## src/rtl/dma_pkg.sv

```systemverilog
// Shared types and constants for the DMA burst controller: FSM state
// encoding, transfer direction codes and the DRAM page size used to split bursts.
package dma_pkg;

  typedef enum logic [1:0] {
    IDLE = 2'd0,
    REQ  = 2'd1,
    DATA = 2'd2,
    DONE = 2'd3
  } dma_state_e;

  localparam logic DIR_RD = 1'b0;  // DRAM -> buffer
  localparam logic DIR_WR = 1'b1;  // buffer -> DRAM

  localparam logic [31:0] BOUNDARY_BYTES = 32'd4096;

  // Words left before the next BOUNDARY_BYTES page starts (1..1024 for a word-aligned address).
  function automatic logic [31:0] words_to_boundary(input logic [31:0] addr);
    logic [31:0] offset;
    offset = addr & (BOUNDARY_BYTES - 32'd1);
    return (BOUNDARY_BYTES - offset) >> 2;
  endfunction

endpackage

```

## src/rtl/dma_burst_ctrl_if.sv

```systemverilog
// Bus-side signals of the DMA burst controller: the burst request channel,
// the read beat channel and the write beat channel.
//
// Handshake rule (req_* and wdata_* channels): a transfer happens on a rising
// edge where valid and ready are both high. Once valid is raised it stays high,
// and its payload stays unchanged, until that transfer happens. Ready may
// change at any time and may depend on valid. The read beat channel
// (rdata_valid_i) has no ready: every beat presented is consumed.
interface dma_burst_ctrl_if #(
  parameter int MAX_BEATS = 16
);
  localparam int BW = $clog2(MAX_BEATS) + 1;

  logic          req_valid_o;
  logic          req_ready_i;
  logic [31:0]   req_addr_o;
  logic [BW-1:0] req_beats_o;
  logic          req_write_o;
  logic          rdata_valid_i;
  logic [31:0]   rdata_i;
  logic          wdata_valid_o;
  logic          wdata_ready_i;
  logic [31:0]   wdata_o;
  logic          wdata_last_o;

  modport master (
    output req_valid_o, req_addr_o, req_beats_o, req_write_o,
    output wdata_valid_o, wdata_o, wdata_last_o,
    input  req_ready_i, rdata_valid_i, rdata_i, wdata_ready_i
  );

  modport slave (
    input  req_valid_o, req_addr_o, req_beats_o, req_write_o,
    input  wdata_valid_o, wdata_o, wdata_last_o,
    output req_ready_i, rdata_valid_i, rdata_i, wdata_ready_i
  );

endinterface

```

## src/rtl/dma_wr_skid.sv

```systemverilog
// Write-beat holding register with one skid entry. The buffer has a one-cycle
// read latency, so a word already in flight must have somewhere to land when
// the bus stalls; the skid entry absorbs it. Output data only changes on a pop.
module dma_wr_skid (
  input  logic        clk,
  input  logic        rst_n,
  input  logic        push,
  input  logic [31:0] push_data,
  input  logic        ready,
  output logic        valid,
  output logic [31:0] data,
  output logic [1:0]  count
);

  logic        skid_valid;
  logic [31:0] skid_data;
  logic        pop;

  assign pop   = valid && ready;
  assign count = {1'b0, valid} + {1'b0, skid_valid};

  // Move words holding <- skid <- push, keeping arrival order.
  always_ff @(posedge clk) begin
    if (!rst_n) begin
      valid      <= 1'b0;
      data       <= '0;
      skid_valid <= 1'b0;
      skid_data  <= '0;
    end else if (!valid || pop) begin
      if (skid_valid) begin
        valid <= 1'b1;
        data  <= skid_data;
        if (push) skid_data <= push_data;
        else      skid_valid <= 1'b0;
      end else if (push) begin
        valid <= 1'b1;
        data  <= push_data;
      end else begin
        valid <= 1'b0;
      end
    end else if (push) begin
      skid_valid <= 1'b1;
      skid_data  <= push_data;
    end
  end

endmodule

```

## src/rtl/dma_burst_ctrl.sv

```systemverilog
// DMA burst controller: splits a byte-length transfer into bus bursts of at
// most MAX_BEATS 32-bit beats and moves data between DRAM and a local buffer.
// Optional macro DMA_4K_BOUNDARY_EN: when defined, no burst crosses a 4 KB
// address boundary.
module dma_burst_ctrl
  import dma_pkg::*;
#(
  parameter int MAX_BEATS = 16,
  parameter int BUF_AW    = 16
) (
  input  logic                clk,
  input  logic                rst_n,
  input  logic                start_i,
  input  logic [31:0]         dma_base_addr_i,
  input  logic [31:0]         dma_len_i,
  input  logic                dir_i,
  input  logic [BUF_AW-1:0]   buf_base_i,
  output logic                busy_o,
  output logic                dma_interrupt_o,
  dma_burst_ctrl_if.master    bus,
  output logic                buf_wr_en_o,
  output logic                buf_rd_en_o,
  output logic [BUF_AW-1:0]   buf_addr_o,
  output logic [31:0]         buf_wdata_o,
  input  logic [31:0]         buf_rdata_i,
  output dma_state_e          dbg_state
);

  localparam int BW = $clog2(MAX_BEATS) + 1;

  dma_state_e        state;
  logic [31:0]       addr, words;
  logic              dir, busy, irq, req_valid, rd_inflight;
  logic [BUF_AW-1:0] buf_addr;
  logic [BW-1:0]     beats, beat_cnt, fetch_cnt;

  logic [31:0] start_addr, start_words, next_addr, next_words, start_lim, next_lim;
  logic        rd_beat, wr_pop, last_beat, burst_end, space, skid_valid;
  logic [31:0] skid_data;
  logic [1:0]  occ;
  logic [2:0]  pending;

  // Burst size: remaining words clipped to MAX_BEATS and to the page limit.
  function automatic logic [BW-1:0] calc_beats(input logic [31:0] left, input logic [31:0] lim);
    logic [31:0] n;
    n = (left < 32'(MAX_BEATS)) ? left : 32'(MAX_BEATS);
    if (lim < n) n = lim;
    return n[BW-1:0];
  endfunction

  assign start_addr  = dma_base_addr_i & ~32'd3;
  assign start_words = {2'b00, dma_len_i[31:2]} + {31'd0, |dma_len_i[1:0]};
  assign next_addr   = addr + (32'(beats) << 2);
  assign next_words  = words - 32'(beats);

`ifdef DMA_4K_BOUNDARY_EN
  assign start_lim = words_to_boundary(start_addr);
  assign next_lim  = words_to_boundary(next_addr);
`else
  assign start_lim = '1;
  assign next_lim  = '1;
`endif

  assign rd_beat   = (state == DATA) && (dir == DIR_RD) && bus.rdata_valid_i;
  assign wr_pop    = skid_valid && bus.wdata_ready_i;
  assign last_beat = (beat_cnt == beats - 1'b1);
  assign burst_end = (rd_beat || wr_pop) && last_beat;

  // A buffer read may be issued only if its word is sure to find room next cycle.
  assign pending = {1'b0, occ} + {2'b00, rd_inflight};
  assign space   = (pending < 3'd2) || ((pending == 3'd2) && wr_pop);

  assign buf_rd_en_o = (state == DATA) && (dir == DIR_WR) && (fetch_cnt != beats) && space;
  assign buf_wr_en_o = rd_beat;
  assign buf_wdata_o = rd_beat ? bus.rdata_i : '0;
  assign buf_addr_o  = buf_addr;

  assign busy_o          = busy;
  assign dma_interrupt_o = irq;
  assign dbg_state       = state;

  assign bus.req_valid_o   = req_valid;
  assign bus.req_addr_o    = addr;
  assign bus.req_beats_o   = beats;
  assign bus.req_write_o   = dir;
  assign bus.wdata_valid_o = skid_valid;
  assign bus.wdata_o       = skid_data;
  assign bus.wdata_last_o  = skid_valid && (state == DATA) && (dir == DIR_WR) && last_beat;

  dma_wr_skid u_skid (
    .clk       (clk),
    .rst_n     (rst_n),
    .push      (rd_inflight),
    .push_data (buf_rdata_i),
    .ready     (bus.wdata_ready_i),
    .valid     (skid_valid),
    .data      (skid_data),
    .count     (occ)
  );

  // Transfer FSM: latch the job, issue bursts, move beats, pulse completion.
  always_ff @(posedge clk) begin
    if (!rst_n) begin
      state       <= IDLE;
      addr        <= '0;
      words       <= '0;
      dir         <= 1'b0;
      busy        <= 1'b0;
      irq         <= 1'b0;
      req_valid   <= 1'b0;
      rd_inflight <= 1'b0;
      buf_addr    <= '0;
      beats       <= '0;
      beat_cnt    <= '0;
      fetch_cnt   <= '0;
    end else begin
      irq         <= 1'b0;
      rd_inflight <= buf_rd_en_o;
      case (state)
        IDLE: begin
          if (start_i) begin
            addr     <= start_addr;
            words    <= start_words;
            dir      <= dir_i;
            buf_addr <= buf_base_i;
            busy     <= 1'b1;
            if (start_words == 32'd0) begin
              state <= DONE;
            end else begin
              state     <= REQ;
              req_valid <= 1'b1;
              beats     <= calc_beats(start_words, start_lim);
            end
          end
        end
        REQ: begin
          if (bus.req_ready_i) begin
            req_valid <= 1'b0;
            beat_cnt  <= '0;
            fetch_cnt <= '0;
            state     <= DATA;
          end
        end
        DATA: begin
          if (rd_beat || buf_rd_en_o) buf_addr <= buf_addr + 1'b1;
          if (buf_rd_en_o)            fetch_cnt <= fetch_cnt + 1'b1;
          if (rd_beat || wr_pop)      beat_cnt <= beat_cnt + 1'b1;
          if (burst_end) begin
            addr  <= next_addr;
            words <= next_words;
            if (next_words != 32'd0) begin
              state     <= REQ;
              req_valid <= 1'b1;
              beats     <= calc_beats(next_words, next_lim);
            end else begin
              state <= DONE;
            end
          end
        end
        DONE: begin
          irq   <= 1'b1;
          busy  <= 1'b0;
          state <= IDLE;
        end
        default: state <= IDLE;
      endcase
    end
  end

endmodule

```

## src/flat_wrapper.sv

```systemverilog
// flat-port wrapper written by rule: the top's interface ports become plain ports
module dma_burst_ctrl_flat import dma_pkg::*;
#(
  parameter int MAX_BEATS = 16,
  parameter int BUF_AW    = 16
)
  (clk, rst_n, start_i, dma_base_addr_i, dma_len_i, dir_i, buf_base_i, busy_o, dma_interrupt_o, buf_wr_en_o, buf_rd_en_o, buf_addr_o, buf_wdata_o, buf_rdata_i, dbg_state, bus_req_valid_o, bus_req_addr_o, bus_req_beats_o, bus_req_write_o, bus_wdata_valid_o, bus_wdata_o, bus_wdata_last_o, bus_req_ready_i, bus_rdata_valid_i, bus_rdata_i, bus_wdata_ready_i);
  dma_burst_ctrl_if #(.MAX_BEATS(MAX_BEATS)) bus_i ();
  input  logic clk;
  input  logic rst_n;
  input  logic start_i;
  input  logic [31:0] dma_base_addr_i;
  input  logic [31:0] dma_len_i;
  input  logic dir_i;
  input  logic [BUF_AW-1:0] buf_base_i;
  output logic busy_o;
  output logic dma_interrupt_o;
  output logic buf_wr_en_o;
  output logic buf_rd_en_o;
  output logic [BUF_AW-1:0] buf_addr_o;
  output logic [31:0] buf_wdata_o;
  input  logic [31:0] buf_rdata_i;
  output dma_state_e dbg_state;
  output wire logic [$bits(bus_i.req_valid_o)-1:0] bus_req_valid_o;
  output wire logic [$bits(bus_i.req_addr_o)-1:0] bus_req_addr_o;
  output wire logic [$bits(bus_i.req_beats_o)-1:0] bus_req_beats_o;
  output wire logic [$bits(bus_i.req_write_o)-1:0] bus_req_write_o;
  output wire logic [$bits(bus_i.wdata_valid_o)-1:0] bus_wdata_valid_o;
  output wire logic [$bits(bus_i.wdata_o)-1:0] bus_wdata_o;
  output wire logic [$bits(bus_i.wdata_last_o)-1:0] bus_wdata_last_o;
  input wire logic [$bits(bus_i.req_ready_i)-1:0] bus_req_ready_i;
  input wire logic [$bits(bus_i.rdata_valid_i)-1:0] bus_rdata_valid_i;
  input wire logic [$bits(bus_i.rdata_i)-1:0] bus_rdata_i;
  input wire logic [$bits(bus_i.wdata_ready_i)-1:0] bus_wdata_ready_i;
  assign bus_req_valid_o = bus_i.req_valid_o;
  assign bus_req_addr_o = bus_i.req_addr_o;
  assign bus_req_beats_o = bus_i.req_beats_o;
  assign bus_req_write_o = bus_i.req_write_o;
  assign bus_wdata_valid_o = bus_i.wdata_valid_o;
  assign bus_wdata_o = bus_i.wdata_o;
  assign bus_wdata_last_o = bus_i.wdata_last_o;
  assign bus_i.req_ready_i = bus_req_ready_i;
  assign bus_i.rdata_valid_i = bus_rdata_valid_i;
  assign bus_i.rdata_i = bus_rdata_i;
  assign bus_i.wdata_ready_i = bus_wdata_ready_i;
  dma_burst_ctrl #(.MAX_BEATS(MAX_BEATS), .BUF_AW(BUF_AW)) u_core (.clk(clk), .rst_n(rst_n), .start_i(start_i), .dma_base_addr_i(dma_base_addr_i), .dma_len_i(dma_len_i), .dir_i(dir_i), .buf_base_i(buf_base_i), .busy_o(busy_o), .dma_interrupt_o(dma_interrupt_o), .bus(bus_i), .buf_wr_en_o(buf_wr_en_o), .buf_rd_en_o(buf_rd_en_o), .buf_addr_o(buf_addr_o), .buf_wdata_o(buf_wdata_o), .buf_rdata_i(buf_rdata_i), .dbg_state(dbg_state));
endmodule
```

## config.mk

```make
export PLATFORM = sky130hd
export DESIGN_NAME = dma_burst_ctrl_flat
export DESIGN_NICKNAME = d
export VERILOG_FILES = /design/src/rtl/dma_pkg.sv /design/src/rtl/dma_burst_ctrl_if.sv /design/src/rtl/dma_wr_skid.sv /design/src/rtl/dma_burst_ctrl.sv /design/src/flat_wrapper.sv
export SDC_FILE = /design/constraint.sdc
export NUM_CORES = 1
export LEC_CHECK = 0
export ABC_AREA = 1
export BUFFER_PORTS_ARGS = -buffer_cell sky130_fd_sc_hd__buf_4
export CAP_MARGIN = 10
export CORE_UTILIZATION = 50
export CTS_BUF_LIST = sky130_fd_sc_hd__clkbuf_4 sky130_fd_sc_hd__clkbuf_8
export DETAILED_ROUTE_END_ITERATION = 8
export GPL_TIMING_DRIVEN = 0
export PLACE_DENSITY = 0.79
export SYNTH_ARGS = -nofsm -noshare
export SYNTH_HDL_FRONTEND = slang
export SYNTH_SLANG_ARGS = --single-unit
export TNS_END_PERCENT = 20
```

## constraint.sdc

```tcl
create_clock -name clk -period 2.5 [get_ports clk]
set_clock_uncertainty 0.15 [all_clocks]
set_input_delay 0.125 -clock clk [delete_from_list [all_inputs] [get_ports clk]]
set_output_delay 0.125 -clock clk [all_outputs]
set_load 0.1 [all_outputs]
```

==> results.md <==
| Item | This run | Unit |
|:---|:---|:---|
| Flip-flop and latch count after synthesis | 166 | - |
| Library cells used by synthesis | 45 | - |
| Length of routed met3 wiring | 4130 | um |
| Share of the yosys chip area belonging to registers | 31.2 | % |
| Layout Cell Area excl Fill | 0.0156 | sq mm |
| TritonCTS clock tree | built | - |
| Syn Area/Cell | 6.23 | sq um |
| Drt initial violations | 1109 | - |
| Total wire length after detailed routing | 42400 | um |
| Placer congestion estimate | 1.03 | - |
| Shortest clock period the worst path allows after layout | 2.84 | ns |
| Final Max Tran Viols | 0 | - |
| Number of enable flip-flop cells after synthesis | 0 | - |
| Most instantiated flip-flop cell in the synthesis netlist | dfxtp_1 | - |
| Insertion delay to the later sink of the worst-skew pair | 0.49 | ns |
| PwrDens | 1260 | mW/mm^2 |
| Hold Path End | u_core.words[19]$_SDFFE_PN0P_ | - |
| Number of buffers created by CTS | 17 | - |
| Final routed wire length divided by cell count | 17.5 | um |
| Syn-to-layout area delta | 46.7 | % |
| Die ar. | 0.0219 | sq mm |
| Total track usage | 36.7 | % |
| Rel. slew slack | 41.2 | % |
| Starting Density | 50.8 | % |
| Worst R2R Start | u_core.bus.req_beats_o[0]$_SDFFE_PN0P_ | - |
| CP Class | register to register | - |
| Final number of hold-violating endpoints | 0 | - |
| CP Buf/Inv Count | 3 | - |
| Cells on Worst Hold Path | 5 | - |
| Kind of end point of the critical path | register | - |
| Pin count of the biggest net entering global routing | 19 | - |
| Deepest level of the CTS H-tree | 4 | - |
| Combined area of all synthesized cells | 0.0106 | sq mm |
| Violated checks | setup timing | - |
| Met2 routed WL | 20000 | um |
| Number of placed I/O pins | 278 | - |
| Start point of the worst min-delay path | dma_len_i[21] | - |
| Num rows | 53 | - |
| # nets final | 2309 | - |
| Synth Instances | 1708 | - |
| Worst vdd rail ir drop | 611 | uV |
| Core area | 0.0210 | sq mm |
| Data arrival time at the worst-slack endpoint | 3.12 | ns |
| CTS max path bufs | 2 | - |
| Fmax | 352 | MHz |
| Share of final-layout standard cells stronger than drive strength 1 | 26.1 | % |
| Max-cap violations | 0 | - |
| Crit. path cell count | 21 | - |
| Sink Count | 166 | - |
| Height of the die | 148 | um |
| Total number of vias | 13600 | - |
| Worst stage delay on the critical path | 0.38 | ns |
| Chip Width | 148 | um |
| Hold Slack | 0.0250 | ns |
| Highest metal layer used by the detailed router | met4 | - |
| Number of cell instances on the worst register-to-register path | 21 | - |
| Ordered list of cells on the worst path | ha_4 -> fa_2 -> inv_2 -> nand3_4 -> nand2_4 -> nand2_4 -> nand2_4 -> nand2_2 -> nand2_2 -> nand2_2 -> nor2_2 -> nand2_1 -> nor2_1 -> nand2_1 -> nor2_4 -> buf_6 -> buf_4 -> nand3_2 -> nand2_1 -> nor2_1 -> nor2_1 | - |
| Outcome | finished with violations | - |
| First-pass GRT wire length | 63100 | um |
| Finish-stage setup viols | 33 | - |
| Gate family responsible for the most delay along the worst path | simple AND/OR/NAND/NOR gates | - |
| Clock-pin slew of the registers on the worst-case setup and hold paths | 0.10 | ns |
| Data required time of the worst path | 2.78 | ns |
| Setup slack after layout | -0.343 | ns |
| Library cell used as clock root buffer | clkbuf_8 | - |
| YS warnings | 0 | - |
| Minimum setup slack among reg-to-reg paths | -0.34 | ns |
| Placed standard-cell area | 0.0132 | sq mm |
| Via count normalized by instance count | 5.61 | - |
| Top fanout value on the critical path | 3 | - |
| Drt first pass iters | 8 | - |
| Post-synth ARST share | 0 | % |
| Launching element type of the critical path | register | - |
| Antenna Nets Post-Route | 0 | - |
| Post-route clock period utilization | 114 | % |
| Hold Crit Class | input pin to register | - |
| Worst reg2reg path endpoint | u_core.bus.req_beats_o[1]$_SDFFE_PN0P_ | - |
| Via count of the first global-routing pass | 12600 | - |
| Worst Tran Pin Value | 0.883 | ns |
| Cell at the slowest stage of the critical path | dfxtp_4 | - |
| Antenna violations before repair | 1 | - |
| Post-detailed-route DRC marker count | 0 | - |
| PortBufs | 273 | - |
| Setup repair after global routing missed its margin | true | - |
| Post-Route M1 WL | 16000 | um |
| GR Overflow Total | 0 | - |
| Final HPWL DP | 29900 | um |
| Fill cell instance count of the final layout | 1695 | - |
| P_leak | 7.15 | nW |
-- cell type report --
class / instances / area [sq um] / share of cell area (%)
Timing Repair Buffer: 414 / 3390 / 21.7
Multi-Input combinational cell: 1301 / 7030 / 45.0
Sequential cell: 166 / 3380 / 21.7
Clock inverter: 15 / 160 / 1.03
Antenna cell: 1 / 2.50 / 0.0160
Inverter: 167 / 649 / 4.16
Tap cell: 275 / 344 / 2.20
Buffer: 72 / 417 / 2.67
Clock buffer: 17 / 234 / 1.50
-- power breakdown --
part           switching, mW  internal, mW
sequential             0.783          3.31
clock                   1.25         0.748
combinational           9.36          4.16
-- state kept, by name, indices dropped and copies added (netlist names) --
signal	count
u_core.fetch_cnt	5
u_core.u_skid.data	32
u_core.u_skid.skid_valid	1
u_core.bus.req_write_o	1
u_core.dbg_state	2
u_core.words	32
u_core.bus.req_beats_o	5
u_core.dma_interrupt_o	1
u_core.busy_o	1
u_core.beat_cnt	5
u_core.bus.req_valid_o	1
u_core.u_skid.skid_data	32
u_core.u_skid.valid	1
u_core.rd_inflight	1
u_core.buf_addr_o	16
u_core.bus.req_addr_o	30
-- per-stage QoR --
step                util [%]  setup WS [ns]  std cells  TNS (ns)  power, mW
floorplan                  -         -0.308       1709    -10.95       12.1
global placement        63.2         -0.926       2257    -39.21       15.0
detailed placement      63.2         -0.891       2257    -40.98       15.1
CTS                     71.4         -0.262       2404     -2.05       17.8
global route            74.5         -0.474       2428    -12.19       20.5
finish                  74.5         -0.343       2428     -3.40       19.6
-- layer usage --
layer | vias up | GRT usage (%)
li1 | 6448 | -
met2 | 748 | 62.4
met1 | 6240 | 42.9
met5 | - | 0
met3 | 179 | 8.64
met4 | 0 | 19.1
-- cell usage after synthesis (all sizes together), types with 3 or more instances --
master	count	share of area, %
buf	23	1.0
xor2	36	3.0
nor2	329	13
nand3	90	4.6
nor3b	5	0.35
or2	5	0.29
fa	3	0.56
a211oi	13	0.92
ha	16	1.9
nor3	34	1.8
a21oi	85	4.0
nand2	385	14
clkbuf	53	1.9
xnor2	19	1.6
nand4	32	1.9
inv	167	5.9
nand3b	4	0.28
dfxtp	166	31
o21a	4	0.28
nor4	3	0.18
o21ai	174	8.2
a31oi	50	2.9
-- cell families (layout without fill, tap and decap cells) --
family / Yosys count / count (layout) / synth area share, %
AOI/OAI and AO/OA: 335 / 335 / 17.0
buffers and inverters: 243 / 685 / 8.76
and+or+nand+nor: 889 / 890 / 35.9
xor gates and xnor gates: 55 / 55 / 4.60
other: 1 / 3 / 0.0352
DFF: 166 / 166 / 31.2
adders and majority gates: 19 / 19 / 2.45
-- cells in the final DEF (no fill, tap or decap), drive strengths merged --
master and instances:
a21oi 85, nor4 3, o21a 4, dlygate4sd3 93
o21ai 174, conb 2, or2 5, a31oi 50
nor2 329, a221oi 1, o211a 1, nand3b 4
xnor2 19, clkinvlp 2, nand4 32, buf 345
o22ai 2, nand2 385, xor2 36, dfxtp 166
fa 3, ha 16, a22oi 2, and3 2
a211oi 13, nand3 91, clkbuf 65, nor3b 5
nor3 34, inv 173, diode 1, clkinv 7
o21bai 2, a21o 1
-- worst register-to-register path: stages, from the launching register on --
cell and delay (ns):
dfxtp_4 0.38, ha_4 0.16, fa_2 0.35, inv_2 0.10, nand3_4 0.09, nand2_4 0.11
nand2_4 0.07, nand2_4 0.07, nand2_2 0.05, nand2_2 0.08, nand2_2 0.06, nor2_2 0.08
nand2_1 0.07, nor2_1 0.13, nand2_1 0.10, nor2_4 0.21, buf_6 0.14, buf_4 0.12
nand3_2 0.08, nand2_1 0.08, nor2_1 0.04, nor2_1 0.07
-- repair_timing --
action | CTS | global route
resized for setup | 63 | 129
hold buffers | 93 | 0
buffers inserted | 24 | 23
setup endpoints to repair | 93 | 95
cloned | 1 | 1
pin swaps | 21 | 37
hold endpoints to repair | 132 | 0
-- worst max-delay path by stage --
stage	startpoint	to	slack, ns
floorplan	u_core.u_skid.valid$_SDFFE_PN0N_	u_core.buf_addr_o[11]$_SDFFE_PN0P_	-0.31
global placement	u_core.u_skid.skid_valid$_SDFFE_PN0P_	u_core.buf_addr_o[1]$_SDFFE_PN0P_	-0.93
detailed placement	u_core.u_skid.skid_valid$_SDFFE_PN0P_	u_core.buf_addr_o[15]$_SDFFE_PN0P_	-0.89
CTS	u_core.bus.req_beats_o[0]$_SDFFE_PN0P_	u_core.bus.req_beats_o[4]$_SDFFE_PN0P_	-0.26
global route	u_core.bus.req_beats_o[0]$_SDFFE_PN0P_	u_core.bus.req_beats_o[1]$_SDFFE_PN0P_	-0.47
finish	u_core.bus.req_beats_o[0]$_SDFFE_PN0P_	u_core.bus.req_beats_o[1]$_SDFFE_PN0P_	-0.34
Power figures use the tool's default switching activity.
